## src/rtl/imsic_msi_sender.sv

```systemverilog
// IMSIC MSI sender: queues legal MSI requests and replays each one to the IMSIC
// as a slow level strobe carrying {hart_id, file, setipnum}.
module imsic_msi_sender #(
    parameter int NR_INTP_FILES  = 7,
    parameter int NR_HARTS_WIDTH = 2,
    parameter int NR_SRC         = 32,
    parameter int FIFO_DEPTH     = 4,
    parameter int HIGH_CYC       = 4,
    parameter int LOW_CYC        = 4,
    localparam int NR_SRC_WIDTH    = $clog2(NR_SRC),
    localparam int INTP_FILE_WIDTH = $clog2(NR_INTP_FILES),
    localparam int MSI_INFO_WIDTH  = NR_HARTS_WIDTH + INTP_FILE_WIDTH + NR_SRC_WIDTH
) (
    input  logic                       clk,
    input  logic                       rstn,
    input  logic                       i_msi_req_vld,
    output logic                       o_msi_req_rdy,
    input  logic [NR_HARTS_WIDTH-1:0]  i_msi_hart_id,
    input  logic [INTP_FILE_WIDTH-1:0] i_msi_file,
    input  logic [NR_SRC_WIDTH-1:0]    i_msi_setipnum,
    output logic [MSI_INFO_WIDTH-1:0]  o_msi_info,
    output logic                       o_msi_info_vld,
    output logic                       o_busy,
    output logic [7:0]                 o_drop_cnt
);

    localparam int AW     = $clog2(FIFO_DEPTH);
    localparam int PH_MAX = (HIGH_CYC > LOW_CYC) ? HIGH_CYC : LOW_CYC;
    localparam int PH_W   = $clog2(PH_MAX + 1);

    typedef enum logic [1:0] {
        IDLE,
        HIGH,
        LOW
    } state_t;

    state_t state, state_nxt;
    logic [PH_W-1:0] cnt, cnt_nxt;

    logic [MSI_INFO_WIDTH-1:0] mem [FIFO_DEPTH];
    logic [AW:0] wptr, rptr;
    logic fifo_empty, fifo_full, fifo_avail;
    logic req_fire, req_legal, push, drop, pop;

    assign fifo_empty = (wptr == rptr);
    assign fifo_full  = (wptr[AW] != rptr[AW]) && (wptr[AW-1:0] == rptr[AW-1:0]);

    assign o_msi_req_rdy = !fifo_full;
    assign o_busy        = !fifo_empty || (state != IDLE);

    assign req_legal = (i_msi_setipnum != '0)
                    && (int'(i_msi_setipnum) < NR_SRC)
                    && (int'(i_msi_file) < NR_INTP_FILES);
    assign req_fire  = i_msi_req_vld && o_msi_req_rdy;
    assign push      = req_fire && req_legal;
    assign drop      = req_fire && !req_legal;

    always_ff @(posedge clk) begin
        if (push) begin
            mem[wptr[AW-1:0]] <= {i_msi_hart_id, i_msi_file, i_msi_setipnum};
        end
    end

    // fifo_avail is a registered copy of "non-empty"; it is only consulted from IDLE,
    // which is always at least HIGH_CYC+LOW_CYC cycles after the last pop.
    always_ff @(posedge clk or negedge rstn) begin
        if (!rstn) begin
            wptr       <= '0;
            rptr       <= '0;
            fifo_avail <= 1'b0;
        end else begin
            if (push) begin
                wptr <= wptr + 1'b1;
            end
            if (pop) begin
                rptr <= rptr + 1'b1;
            end
            fifo_avail <= !fifo_empty;
        end
    end

    always_ff @(posedge clk or negedge rstn) begin
        if (!rstn) begin
            o_drop_cnt <= 8'd0;
        end else if (drop && (o_drop_cnt != 8'hFF)) begin
            o_drop_cnt <= o_drop_cnt + 8'd1;
        end
    end

    always_ff @(posedge clk or negedge rstn) begin
        if (!rstn) begin
            state <= IDLE;
            cnt   <= '0;
        end else begin
            state <= state_nxt;
            cnt   <= cnt_nxt;
        end
    end

    always_comb begin
        state_nxt = state;
        cnt_nxt   = cnt;
        pop       = 1'b0;
        case (state)
            IDLE: begin
                if (fifo_avail) begin
                    pop       = 1'b1;
                    state_nxt = HIGH;
                    cnt_nxt   = PH_W'(HIGH_CYC - 1);
                end
            end
            HIGH: begin
                if (cnt == '0) begin
                    state_nxt = LOW;
                    cnt_nxt   = PH_W'(LOW_CYC - 1);
                end else begin
                    cnt_nxt = cnt - 1'b1;
                end
            end
            LOW: begin
                if (cnt == '0) begin
                    state_nxt = IDLE;
                    cnt_nxt   = '0;
                end else begin
                    cnt_nxt = cnt - 1'b1;
                end
            end
            default: begin
                state_nxt = IDLE;
                cnt_nxt   = '0;
            end
        endcase
    end

    // Info only moves on the pop edge so the receiver sees it stable around vld's fall.
    always_ff @(posedge clk or negedge rstn) begin
        if (!rstn) begin
            o_msi_info     <= '0;
            o_msi_info_vld <= 1'b0;
        end else begin
            if (pop) begin
                o_msi_info <= mem[rptr[AW-1:0]];
            end
            o_msi_info_vld <= (state_nxt == HIGH);
        end
    end

endmodule

```

## config.mk

```make
export PLATFORM = sky130hd
export DESIGN_NAME = imsic_msi_sender
export DESIGN_NICKNAME = d
export VERILOG_FILES = /design/src/rtl/imsic_msi_sender.sv
export SDC_FILE = /design/constraint.sdc
export NUM_CORES = 1
export LEC_CHECK = 0
export CORE_UTILIZATION = 47
export CTS_CLUSTER_DIAMETER = 150
export DETAILED_ROUTE_END_ITERATION = 10
export PLACE_DENSITY = 0.67
export RECOVER_POWER = 25
export SYNTH_ARGS = -nofsm -noshare
export SYNTH_HDL_FRONTEND = slang
export SYNTH_SLANG_ARGS = --single-unit
```

## constraint.sdc

```tcl
create_clock -name clk -period 2 [get_ports clk]
set_input_delay 0.4 -clock clk [delete_from_list [all_inputs] [get_ports clk]]
set_output_delay 0.4 -clock clk [all_outputs]
set_load 0.02 [all_outputs]
```

[Yosys cells after proc, flatten, opt, wreduce, memory -nomap -nowiden]
Memory sizes are Yosys's and may differ from the RTL's. A register that Yosys moved wholly into a read port is not among the register bits.
Index checks and enable logic that the tools add are counted.
Word-level totals
  register bits: 21
  memory bits (writable): 40
  ROM bits: 0
  bits in latches: 0
  memories kept: 1
  output and inout bits: 21
Memory list
  mem: words 4, width 10, rd ports 1, clocked after memory_dff 1, write ports 1, RTL line 40  | logic [MSI_INFO_WIDTH-1:0] mem [FIFO_DEPTH];
Operators by class
  equality and inequality tests: 8
  $mul: 0
  reductions and logical operators: 15
  $add $sub $neg: 4
  magnitude comparators: 1
  shift-type cells: 0
  div/mod/pow operators: 0
  bitwise gates (word level): 0
  muxes and demuxes: 12
Operator list (number)
  2-to-1 mux 3 bit: 3
  case mux 3 bit (3 select lines): 1
  adder 8 x 1 -> 8 bit (second input constant): 1
  inequality test 8 bit (second input constant): 1
  adder 3 x 1 -> 3 bit (second input constant): 2
  logical AND 1 bit: 6
  2-to-1 mux 2 bit: 3
  case mux 2 bit (3 select lines): 1
  nonzero test 5 bit: 1
  equality test 2 x 1 -> 1 bit (second input constant): 2
  zero test 1 bit: 4
  2-to-1 mux 1 bit: 4
  equality test 3 bit: 1
  zero test 3 bit: 1
  < comparator 3 bit (second input constant): 1
  subtractor 3 x 1 -> 3 bit (second input constant): 1
  equality test 2 bit: 1
  equality test 2 bit (second input constant): 1
  zero test 2 bit: 1
  inequality test 2 bit (second input constant): 1
  nonzero test 2 bit: 1
  logical OR 1 bit: 1
  inequality test 1 bit: 1

[Logic depth before layout (Yosys ltp)]
Gate-level depths: netlist of run 1.
  depth in word-level cells: 7
  gate-level depth with buffers: 6
  gate-level depth less buffers: 6

[Least setup slack after synthesis of run 1]
Ideal clock, no wire load.
  path kind: input-to-reg
  start: input i_msi_file[2]
  end: memory mem[2][0] in the netlist's numbering (enable)
  required time: 1.657 ns
  cell stages on the path: 3
  path slack: 0.125 ns
  arrival: 1.532 ns
  cells stage by stage: a32oi_1 > nor2b_2 > and2_1
Between the ends
  longest elaborated chain between the ends: 5
Ends and longest elaborated chain
  start: declaration: RTL line 19  | input logic [INTP_FILE_WIDTH-1:0] i_msi_file,
  < comparator 3 bit: RTL line 53  | && (int'(i_msi_file) < NR_INTP_FILES);
  logical AND 1 bit: RTL line 53
  logical AND 1 bit: RTL line 55  | assign push = req_fire && req_legal;
  2-to-1 mux 1 bit: RTL line 59  | if (push) begin
  2-to-1 mux 1 bit (not written as such): RTL line 60  | mem[wptr[AW-1:0]] <= {i_msi_hart_id, i_msi_file, i_msi_setipnum};
  end: declaration: RTL line 40
Every way passes these cells.

[Final worst setup path of run 1]
  start: register wptr[1]
  end: output o_msi_req_rdy
Between the ends
  longest elaborated chain between the ends: 3
Ends and longest elaborated chain
  start: declaration: RTL line 41  | logic [AW:0] wptr, rptr;
  start signal: assignment: RTL line 73  | wptr <= wptr + 1'b1;
  equality test 2 bit: RTL line 46  | assign fifo_full = (wptr[AW] != rptr[AW]) && (wptr[AW-1:0] == rptr[AW-1:0]);
  logical AND 1 bit: RTL line 46
  zero test 1 bit: RTL line 48  | assign o_msi_req_rdy = !fifo_full;
  end: declaration: RTL line 17  | output logic o_msi_req_rdy,
Every way passes these cells.

==> results by group, run 1 <==
Status
  – Status: completed

Die
  – Std-Cell Core Area: 5991 um2
  – Chip width: 81.13 um
  – I/O pin cnt: 34
  – DIE AREA: 6582 um2
  – Height of the die: 81.13 um
  – Starting density of the core: 0.4912
  – # rows: 28

Timing
  – RSZ-0062 raised after global routing: false
  – Final period util: 0.9629
  – Highest Clock Rate: 519.3 MHz
  – Final Slew Violations: 0
  – Hold_ws: 514.4 ps
  – Final Hold Violating Endpoints: 0
  – Clock skew after layout: 6.320 ps
  – Worst slew margin: 0.4768
  – Slew @ Worst Pin: ~780 ps
  – Final worst path period need: about 1900 ps
  – Final Setup Violations: 0

Setup path
  – Crit-path slowest cell: dfrtp_1
  – CP Launch Type: flip-flop
  – WP data required: 1600 ps
  – Max incr delay on CP: 420 ps
  – Critical Path, Cell by Cell: xor2_2 > or3_4 > buf_2
  – WS Path Type: reg2out
  – Worst Path Arrival: approximately 1500 ps
  – Crit. End Element: output port
  – FF-to-FF path depth: 6
  – Max FO, Critical Path: 3

Clock network
  – Root Driver: clkbuf_8
  – Clk_lat worst skew: 340 ps
  – Clock sinks: 71
  – Post-CTS Setup Bufs: 0
  – TritonCTS clock tree: built
  – CTS H-tree depth: 3
  – CTS max path bufs: 2
  – Worst-path clk slew: 70 ps
  – Cts hold-fix bufs: 0
  – CTS Buf Count: 9

Global routing
  – Initial antenna violation count: 0
  – Total GRT Usage: 0.1947
  – Wire length of the first global-routing pass: 8.804 mm
  – Total gr overflow: 0
  – Vias in the first global route: ~1.8k
  – Largest net degree at the start of global routing: 32

Finish
  – # nets final: 260
  – FILL cells: 440
  – Most common cell after layout, fill and taps aside: edfxtp_1
  – Share of post-route cells with drive strength above 1: 0.2664
  – Register area: 1977 um2
  – Syn-to-layout area delta: 27.25%
  – Finished Cell Area: 3745 um2
  – Multi-input gate area: 952.2 um2
  – # diodes: 0
  – Leading cell types in the layout, fill and taps excluded: edfxtp_1, dfrtp_1, clkdlybuf4s50_1

Drt
  – Initial DRT Pass Iterations: 4
  – DRC viols: 0
  – Routed length per instance: 16.94 um
  – Vias: 1715
  – Drt total wl: about 5.4 mm
  – Routed Antenna Nets: 0
  – Vias per inst: roughly 5.4
  – Initial DRC Count: 133

Place
  – GPL Wtd Cong: 0.8124
  – Dpl cell area: roughly 3500 um2
  – Hpwl dp: 3.711 mm
  – PortBufs: 33

Flow run
  – Max-cap viol count: 0

Min path
  – Hold path depth: 1
  – Hold Path Class: reg2reg

Synth
  – Yosys reg bits: slightly above 70
  – Synthesized area per cell: 16.26 um2
  – Top area cells in the synthesized netlist: edfxtp_1, dfrtp_1, mux4_2, mux2_2, ha_1
  – Post-synth top area cell: edfxtp_1
  – Yosys Warn Count: 0
  – Synthesized area: about 2900 um2
  – Number of unique standard cell types used by synthesis: 34
  – Area share of the largest cell type after synthesis: 0.4082
  – Seq/Total Area, Yosys: 0.6718
  – Post-synthesis cell count: 181
  – Synthesized Nets: 202

Pwr
  – Switching pwr: 0.001867 W
  – Clock Power Share: 0.197
  – Combinational power share: 0.400
  – Int Pwr: 0.003722 W
  – Sequential share of power: 0.404
  – Sw Ratio: 0.3341
  – Worst vdd ir: 1.039 mV
  – P per Cell Area: 1492 nW/um2
  – Tot Pwr: 0.005589 W
  – P_leak: 1.432 nW
cell families after synthesis:
logic type               share of synthesized area
adder cells (fa/ha/maj)                    0.03401
XOR/XNOR                                   0.04167
flip-flops                                  0.6718
AND/OR/NAND/NOR                            0.07569
AO/OA/AOI/OAI                              0.03571
buffers and inverters                      0.01488
multiplexers                                0.1263
cell usage after synthesis:
cell and n:
a211oi_1 1, a21oi_1 5, a22o_1 1, a32oi_1 1, and2_0 1, and2_1 3, and3_1 2, and4_1 1
buf_2 2, clkbuf_1 3, dfrtp_1 31, edfxtp_1 40, ha_1 8, inv_1 6, mux2_1 1, mux2_2 12
mux4_2 10, nand2_1 4, nand2b_1 2, nand3_1 4, nand3b_1 1, nand4_1 1, nor2_1 7, nor2b_2 1
nor3_1 3, nor3_2 1, nor4_1 3, nor4b_1 2, o21ai_0 5, o31ai_4 1, o41ai_1 1, or3_1 3
xnor2_1 3, xor2_1 11
worst max-delay path: cells and delay by family, from the launching register on:
family	cells	cell delay [ps]
and+or+nand+nor	1	390
xor gates and xnor gates	1	220
buffers and inverters	1	170
DFF	1	420
area by class of cell:
type / instances / share of cell area
Clock buffer: 10 / 0.03408
Sequential cell: 71 / 0.5279
Tap cell: 75 / 0.02506
Inverter: 6 / 0.006014
Clock inverter: 6 / 0.01637
Timing Repair Buffer: 52 / 0.1363
Multi-Input combinational cell: 99 / 0.2543
what timing repair did:
action,4_1_cts,5_1_grt
endpoints found under the setup margin,2,2
gates cloned,0,0
pin swaps,0,1
resized for setup,8,4
metrics by stage:
stage	std cells	util	setup WS (ps)	setup TNS (ps)
2_1_floorplan	181	-	125.0	0
3_3_place_gp	303	0.5906	-127.1	-4471
3_5_place_dp	303	0.5906	-182.8	-6826
4_1_cts	319	0.6241	24.22	0
5_1_grt	319	0.6251	14.48	0
6_report	319	0.6251	74.29	0
path summary, 6_finish.rpt:
check	to	start	slack, ps
max	o_msi_req_rdy	wptr[1]	70
min	o_drop_cnt[0]	o_drop_cnt[0]	510
max reg2reg	mem[1][1]	rptr[2]	150
min reg2reg	o_drop_cnt[0]	o_drop_cnt[0]	510
max in group asynchronous	wptr[1]	rstn	830
min in group asynchronous	o_msi_info[6]	rstn	660
layer usage:
metal,vias to the layer above,share of wire,track usage
met1,869,0.44,0.2426
li1,795,-,-
met4,0,0.024,0.1054
met5,-,0,0
met2,41,0.50,0.3042
met3,10,0.038,0.05955
state kept, by name, indices dropped and copies added (netlist names):
name / cells
rptr: 3
state: 2
mem: 40
wptr: 3
fifo_avail: 1
o_drop_cnt: 8
o_msi_info: 10
cnt: 3
o_msi_info_vld: 1
power by group through the flow:
stage / Combinational (W) / Clock, W / Sequential, W
CTS: 0.00225 / 0.00114 / 0.00225
global route: 0.00245 / 0.00121 / 0.00231
finish: 0.00223 / 0.00110 / 0.00226
floorplan: 0.00116 / 0 / 0.00241
global placement: 0.00217 / 0 / 0.00224
detailed placement: 0.00224 / 0 / 0.00227
(Power assumes the default switching activity.)
==> inputs of run 2 (changes only) <==
- CORE_UTILIZATION: 47 -> 40
- PLACE_DENSITY: 0.67 -> 0.58
==> results by group, run 2 (synthesized netlist as in run 1, its figures left out) <==
Pwr
  – Switching pwr: 0.001876 W (+0.48%)
  – Worst vdd ir: 0.6694 mV (-36%)
  – Sequential share of power: 0.392 (-0.012)
  – Combinational power share: 0.390 (-0.010)
  – Int Pwr: 0.003842 W (+3.2%)
  – Clock Power Share: 0.218 (+0.021)
  – Sw Ratio: 0.3281 (-0.005959)
  – P per Cell Area: 1519 nW/um2 (+1.8%)
  – Tot Pwr: 0.005718 W (+2.3%)
  – P_leak: 1.452 nW (+1.4%)

Clock network
  – TritonCTS clock tree: built
  – Clock sinks: 71 (unchanged)
  – Root Driver: clkbuf_8
  – Worst-path clk slew: 80 ps (about the same)
  – Clk_lat worst skew: 350 ps (about the same)
  – Post-CTS Setup Bufs: 0 (unchanged)
  – CTS Buf Count: 9 (unchanged)
  – CTS H-tree depth: 3 (unchanged)
  – Cts hold-fix bufs: 0 (unchanged)
  – CTS max path bufs: 2 (unchanged)

Timing
  – Clock skew after layout: 8.748 ps (+2.428 ps)
  – Final Hold Violating Endpoints: 0 (unchanged)
  – Final period util: 0.9685 (+0.005639)
  – Final Slew Violations: 0 (unchanged)
  – Slew @ Worst Pin: 811.9 ps (+27.14 ps)
  – Highest Clock Rate: 516.3 MHz (-0.58%)
  – RSZ-0062 raised after global routing: false
  – Final worst path period need: 1937 ps (+11.28 ps)
  – Worst slew margin: 0.4588 (-0.01809)
  – Final Setup Violations: 0 (unchanged)

Global routing
  – Initial antenna violation count: 0 (unchanged)
  – Total GRT Usage: 0.1647 (-0.03001)
  – Vias in the first global route: 1787 (-0.39%)
  – Wire length of the first global-routing pass: 9.052 mm (+2.8%)
  – Total gr overflow: 0 (unchanged)
  – Largest net degree at the start of global routing: 32 (unchanged)

Finish
  – Register area: 1977 um2 (unchanged)
  – Multi-input gate area: 922.1 um2 (-3.2%)
  – Most common cell after layout, fill and taps aside: edfxtp_1
  – Syn-to-layout area delta: 27.93%
  – Max reg flops: 40 (unchanged)
  – FILL cells: 570 (+30%)
  – Leading cell types in the layout, fill and taps excluded: edfxtp_1, dfrtp_1, clkdlybuf4s50_1
  – Share of post-route cells with drive strength above 1: 0.2621 (-0.004297)
  – # nets final: 264 (+1.5%)
  – Layout Utilization: 0.5422 (-0.08294)
  – # diodes: 0 (unchanged)

Drt
  – Vias: 1698 (-0.99%)
  – DRC viols: 0 (unchanged)
  – Initial DRT Pass Iterations: 4 (unchanged)
  – Routed length per instance: 16.10 um (-5.0%)
  – Initial DRC Count: 48 (-64%)
  – Routed Antenna Nets: 0 (unchanged)
  – Vias per inst: 4.936 (-8.2%)
  – Drt total wl: 5.538 mm (+2.5%)

Setup path
  – Critical Path, Cell by Cell: xor2_1 > or3_1 > buf_2
  – Crit-path slowest cell: or3_1
  – Max incr delay on CP: 420 ps (about the same)
  – WP data required: 1600 ps (about the same)
  – CP Launch Type: flip-flop
  – Crit. End Element: output port
  – CP delay by family, top: simple AND/OR/NAND/NOR gates
  – WS Path Type: reg2out
  – Worst Path Arrival: 1540 ps (about the same)
  – R2R Setup Slk: 110 ps (-40 ps)
  – CP bufs+invs: 1 (unchanged)
  – Max FO, Critical Path: 3 (unchanged)

Place
  – PortBufs: 33 (unchanged)
  – GPL Wtd Cong: 0.7705 (-5.2%)
  – Hpwl dp: 3.896 mm (+5.0%)

Die
  – Chip width: 87.78 um (+8.2%)
  – I/O pin cnt: 34 (unchanged)
  – Height of the die: 87.78 um (+8.2%)
  – Starting density of the core: 0.4238 (-0.06744)
  – # rows: 30 (+7.1%)
  – Std-Cell Core Area: 6944 um2 (+16%)
  – DIE AREA: 7704 um2 (+17%)

Min path
  – Hold Path Class: reg2reg

Flow run
  – Max-cap viol count: 0 (unchanged)

Status
  – Status: completed
-- run 2: cell count changes in the layout (fill, tap and decap cells not counted), moves of 2 or more --
cell             previous run  this run
buf_4                      14        21
buf_12                      4         1
xor2_2                      2         0
xor2_1                      9        11
clkdlybuf4s50_1            26        28
dlygate4sd3_1               5         3
-- run 2: path summary, 6_finish.rpt --
kind | start | to | cells after the start
min in group asynchronous | rstn | o_msi_info[9] | 2
worst min-delay path | o_msi_info[3] | o_msi_info[3] | 1
worst max register to register | rptr[2] | mem[2][3] | 6
worst max-delay path | rptr[1] | o_msi_req_rdy | 3
max in group asynchronous | rstn | wptr[1] | 2
worst min register to register | o_msi_info[3] | o_msi_info[3] | 1
-- run 2: power by group through the flow --
stage               logic (W)  clock network (W)  registers, W
floorplan             0.00116                  0       0.00241
global placement      0.00222                  0       0.00225
detailed placement    0.00228                  0       0.00228
CTS                   0.00228            0.00127       0.00225
global route          0.00243            0.00133       0.00230
finish                0.00223            0.00125       0.00224
-- run 2: final cells by class --
class / count / share of cell area
multi-input cells: 99 / 0.2449
well taps: 96 / 0.03190
flip-flops and latches: 71 / 0.5251
inverters: 6 / 0.005982
clock buffers: 9 / 0.03290
repair buffers: 56 / 0.1336
clock inverters: 7 / 0.02559
-- run 2: per-stage QoR --
stage | cells | hold slack (ps) | TNS, ps | cell area [um2] | setup slack [ps]
2_1_floorplan | 181 | 104.4 | 0 | 2943 | 125.0
3_3_place_gp | 328 | 484.9 | -1908 | 3557 | -65.92
3_5_place_dp | 328 | 490.0 | -8211 | 3557 | -202.4
4_1_cts | 344 | 476.7 | 0 | 3772 | 20.58
5_1_grt | 344 | 522.4 | 0 | 3765 | 11.29
6_report | 344 | 506.2 | 0 | 3765 | 63.01
-- run 2: layer usage --
layer / vias to the layer above / GRT usage / wire length, um
li1: 805 / - / -
met1: 848 / 0.2103 / 2561
met2: 36 / 0.2664 / 2686
met3: 9 / 0.03676 / 183
met4: 0 / 0.08048 / 107
met5: - / 0 / 0
-- run 2: repair_timing --
action / in CTS / in global routing
gates cloned: 0 / 0
resized for setup: 6 / 1
setup endpoints to repair: 2 / 1
==> inputs of run 3 (changes only) <==
- CORE_MARGIN: default -> 2
==> results by group, run 3 (synthesized netlist as in run 1, its figures left out) <==
Status
  – Status: completed

Pwr
  – Combinational power share: 0.398 (+0.008)
  – P per Cell Area: 1494 nW/um2 (-1.6%)
  – Worst vdd ir: 0.8484 mV (+27%)
  – Switching pwr: 0.001863 W (-0.69%)
  – Sw Ratio: 0.3306 (+0.002473)
  – Clock Power Share: 0.200 (-0.018)
  – Int Pwr: 0.003773 W (-1.8%)
  – P_leak: 1.439 nW (-0.90%)
  – Sequential share of power: 0.402 (+0.010)

Place
  – Placed Cells: 327 (-0.30%)
  – Dpl cell area: 3568 um2 (+0.32%)
  – Hpwl dp: 3.762 mm (-3.4%)
  – GPL Wtd Cong: 0.8340 (+8.2%)
  – PortBufs: 33 (unchanged)

Setup path
  – R2R Setup Slk: 120 ps (about the same)
  – FF-to-FF path depth: 6 (unchanged)
  – CP Launch Type: flip-flop
  – Crit-path slowest cell: dfrtp_2
  – Worst Path Arrival: 1540 ps (about the same)
  – Crit. End Element: output port
  – WP data required: 1600 ps (about the same)
  – Max incr delay on CP: 460 ps (+40 ps)
  – Critical Path, Cell by Cell: xor2_2 > or3_1 > buf_2
  – Worst flop-to-flop path endpoint: mem[2][7]
  – WS Path Type: reg2out
  – Max FO, Critical Path: 4 (+1)
  – RR Startpoint: wptr[0]

Finish
  – Share of post-route cells with drive strength above 1: 0.2541 (-0.007998)
  – Register area: 1978 um2 (about the same)
  – Non-Filler Instances: 343 (-0.29%)
  – FILL cells: 582 (+2.1%)
  – Syn-to-layout area delta: 28.15%
  – # diodes: 0 (unchanged)
  – Finished Cell Area: 3771 um2 (+0.17%)
  – Multi-input gate area: 937.1 um2 (+1.6%)
  – Leading cell types in the layout, fill and taps excluded: edfxtp_1, dfrtp_1, clkdlybuf4s50_1
  – Max reg flops: 40 (unchanged)
  – # nets final: 260 (-1.5%)
  – Most common cell after layout, fill and taps aside: edfxtp_1

Drt
  – Initial DRC Count: 79 (+65%)
  – Routed Antenna Nets: 0 (unchanged)
  – Vias: 1722 (+1.4%)
  – Drt total wl: 5.587 mm (+0.88%)
  – Vias per inst: 5.020 (+1.7%)
  – Initial DRT Pass Iterations: 4 (unchanged)
  – DRC viols: 0 (unchanged)
  – Routed length per instance: 16.29 um (+1.2%)

Global routing
  – Total gr overflow: 0 (unchanged)
  – Vias in the first global route: 1810 (+1.3%)
  – Initial antenna violation count: 0 (unchanged)
  – Wire length of the first global-routing pass: 9.163 mm (+1.2%)
  – Total GRT Usage: 0.1502 (-0.01453)
  – Largest net degree at the start of global routing: 32 (unchanged)

Clock network
  – TritonCTS clock tree: built
  – Cts hold-fix bufs: 0 (unchanged)
  – CTS max path bufs: 2 (unchanged)
  – Worst-path clk slew: 70 ps (about the same)
  – Root Driver: clkbuf_8
  – Clk_lat worst skew: 340 ps (about the same)
  – CTS Buf Count: 9 (unchanged)
  – Clock sinks: 71 (unchanged)
  – CTS H-tree depth: 3 (unchanged)

Min path
  – Hold Path Origin: o_msi_info[9]
  – Hold Path Class: reg2reg
  – Hold Path End: o_msi_info[9]
  – Hold path depth: 1 (unchanged)

Die
  – # rows: 31 (+3.3%)
  – Height of the die: 89.78 um (+2.3%)
  – Starting density of the core: 0.4101 (-0.01367)
  – I/O pin cnt: 34 (unchanged)
  – Chip width: 89.78 um (+2.3%)
  – Std-Cell Core Area: 7176 um2 (+3.3%)
  – DIE AREA: 8060 um2 (+4.6%)

Timing
  – Worst slew margin: 0.4435 (-0.01523)
  – Final Hold Violating Endpoints: 0 (unchanged)
  – Final worst path period need: 1935 ps (-1.984 ps)
  – Highest Clock Rate: 516.8 MHz (+0.10%)
  – Final Slew Violations: 0 (unchanged)
  – Final Setup Violations: 0 (unchanged)
  – RSZ-0062 raised after global routing: false
  – Slew @ Worst Pin: 834.7 ps (+22.84 ps)
  – Clock skew after layout: 8.709 ps (-0.03838 ps)
  – Final period util: 0.9675 (-0.0009920)

Flow run
  – Max-cap viol count: 0 (unchanged)
==> run 3: worst max-delay path, delay by kind of cell, from the launching register on <==
kind | cells | cell delay [ps]
XOR/XNOR | 1 | 200
flip-flops | 1 | 460
AND/OR/NAND/NOR | 1 | 360
buffers and inverters | 1 | 180
==> run 3: metal layers <==
layer | track usage | part of all wire | vias to the layer above
li1 | - | - | 799
met4 | 0.07308 | 0.018 | 0
met3 | 0.03856 | 0.030 | 10
met1 | 0.1832 | 0.43 | 881
met5 | 0 | 0 | -
met2 | 0.2500 | 0.52 | 32
==> run 3: power groups by stage <==
stage               combinational (W)  clock, W  sequential, W
finish                        0.00224   0.00113        0.00227
floorplan                     0.00116         0        0.00241
global placement              0.00220         0        0.00225
global route                  0.00245   0.00122        0.00232
detailed placement            0.00227         0        0.00228
CTS                           0.00226   0.00116        0.00225
==> run 3: final cells by class <==
| cell class | instances | share of cell area |
|---|---|---|
| clock buffers | 10 | 0.03650 |
| clock inverters | 6 | 0.01593 |
| inverters | 6 | 0.005972 |
| multi-input cells | 99 | 0.2485 |
| flip-flops and latches | 71 | 0.5246 |
| well taps | 99 | 0.03285 |
| repair buffers | 52 | 0.1357 |
==> run 3: timing repair <==
| action | CTS | global route |
|---|---|---|
| endpoints found under the setup margin | 2 | 2 |
| setup buffers | 0 | 0 |
| gates resized for setup | 5 | 4 |
| cloned | 0 | 0 |
| hold endpoints to repair | 0 | 0 |
| pin swaps | 0 | 0 |
==> run 3: per-stage QoR <==
stage               hold slack, ps  setup TNS (ps)  worst slack [ps]  utilization  total power, W
floorplan                    104.4               0             125.0            -        0.003573
global placement             479.3           -2358            -74.70       0.4973        0.004455
detailed placement           479.1           -6420            -198.0       0.4973        0.004555
CTS                          475.9               0             23.96       0.5240        0.005677
global route                 523.7               0             2.916       0.5255        0.005985
finish                       511.5               0             65.00       0.5255        0.005636
==> run 3: how the worst max path moves through the flow <==
stage / from / endpoint / slack, ps / cells after the start
global route: wptr[0] / o_msi_req_rdy / 3 / 3
CTS: wptr[0] / o_busy / 20 / 4
finish: wptr[0] / o_msi_req_rdy / 60 / 3
global placement: i_msi_file[2] / mem[3][3] / -70 / 5
floorplan: i_msi_file[2] / mem[2][0] / 120 / 3
detailed placement: i_msi_setipnum[1] / o_drop_cnt[1] / -200 / 6
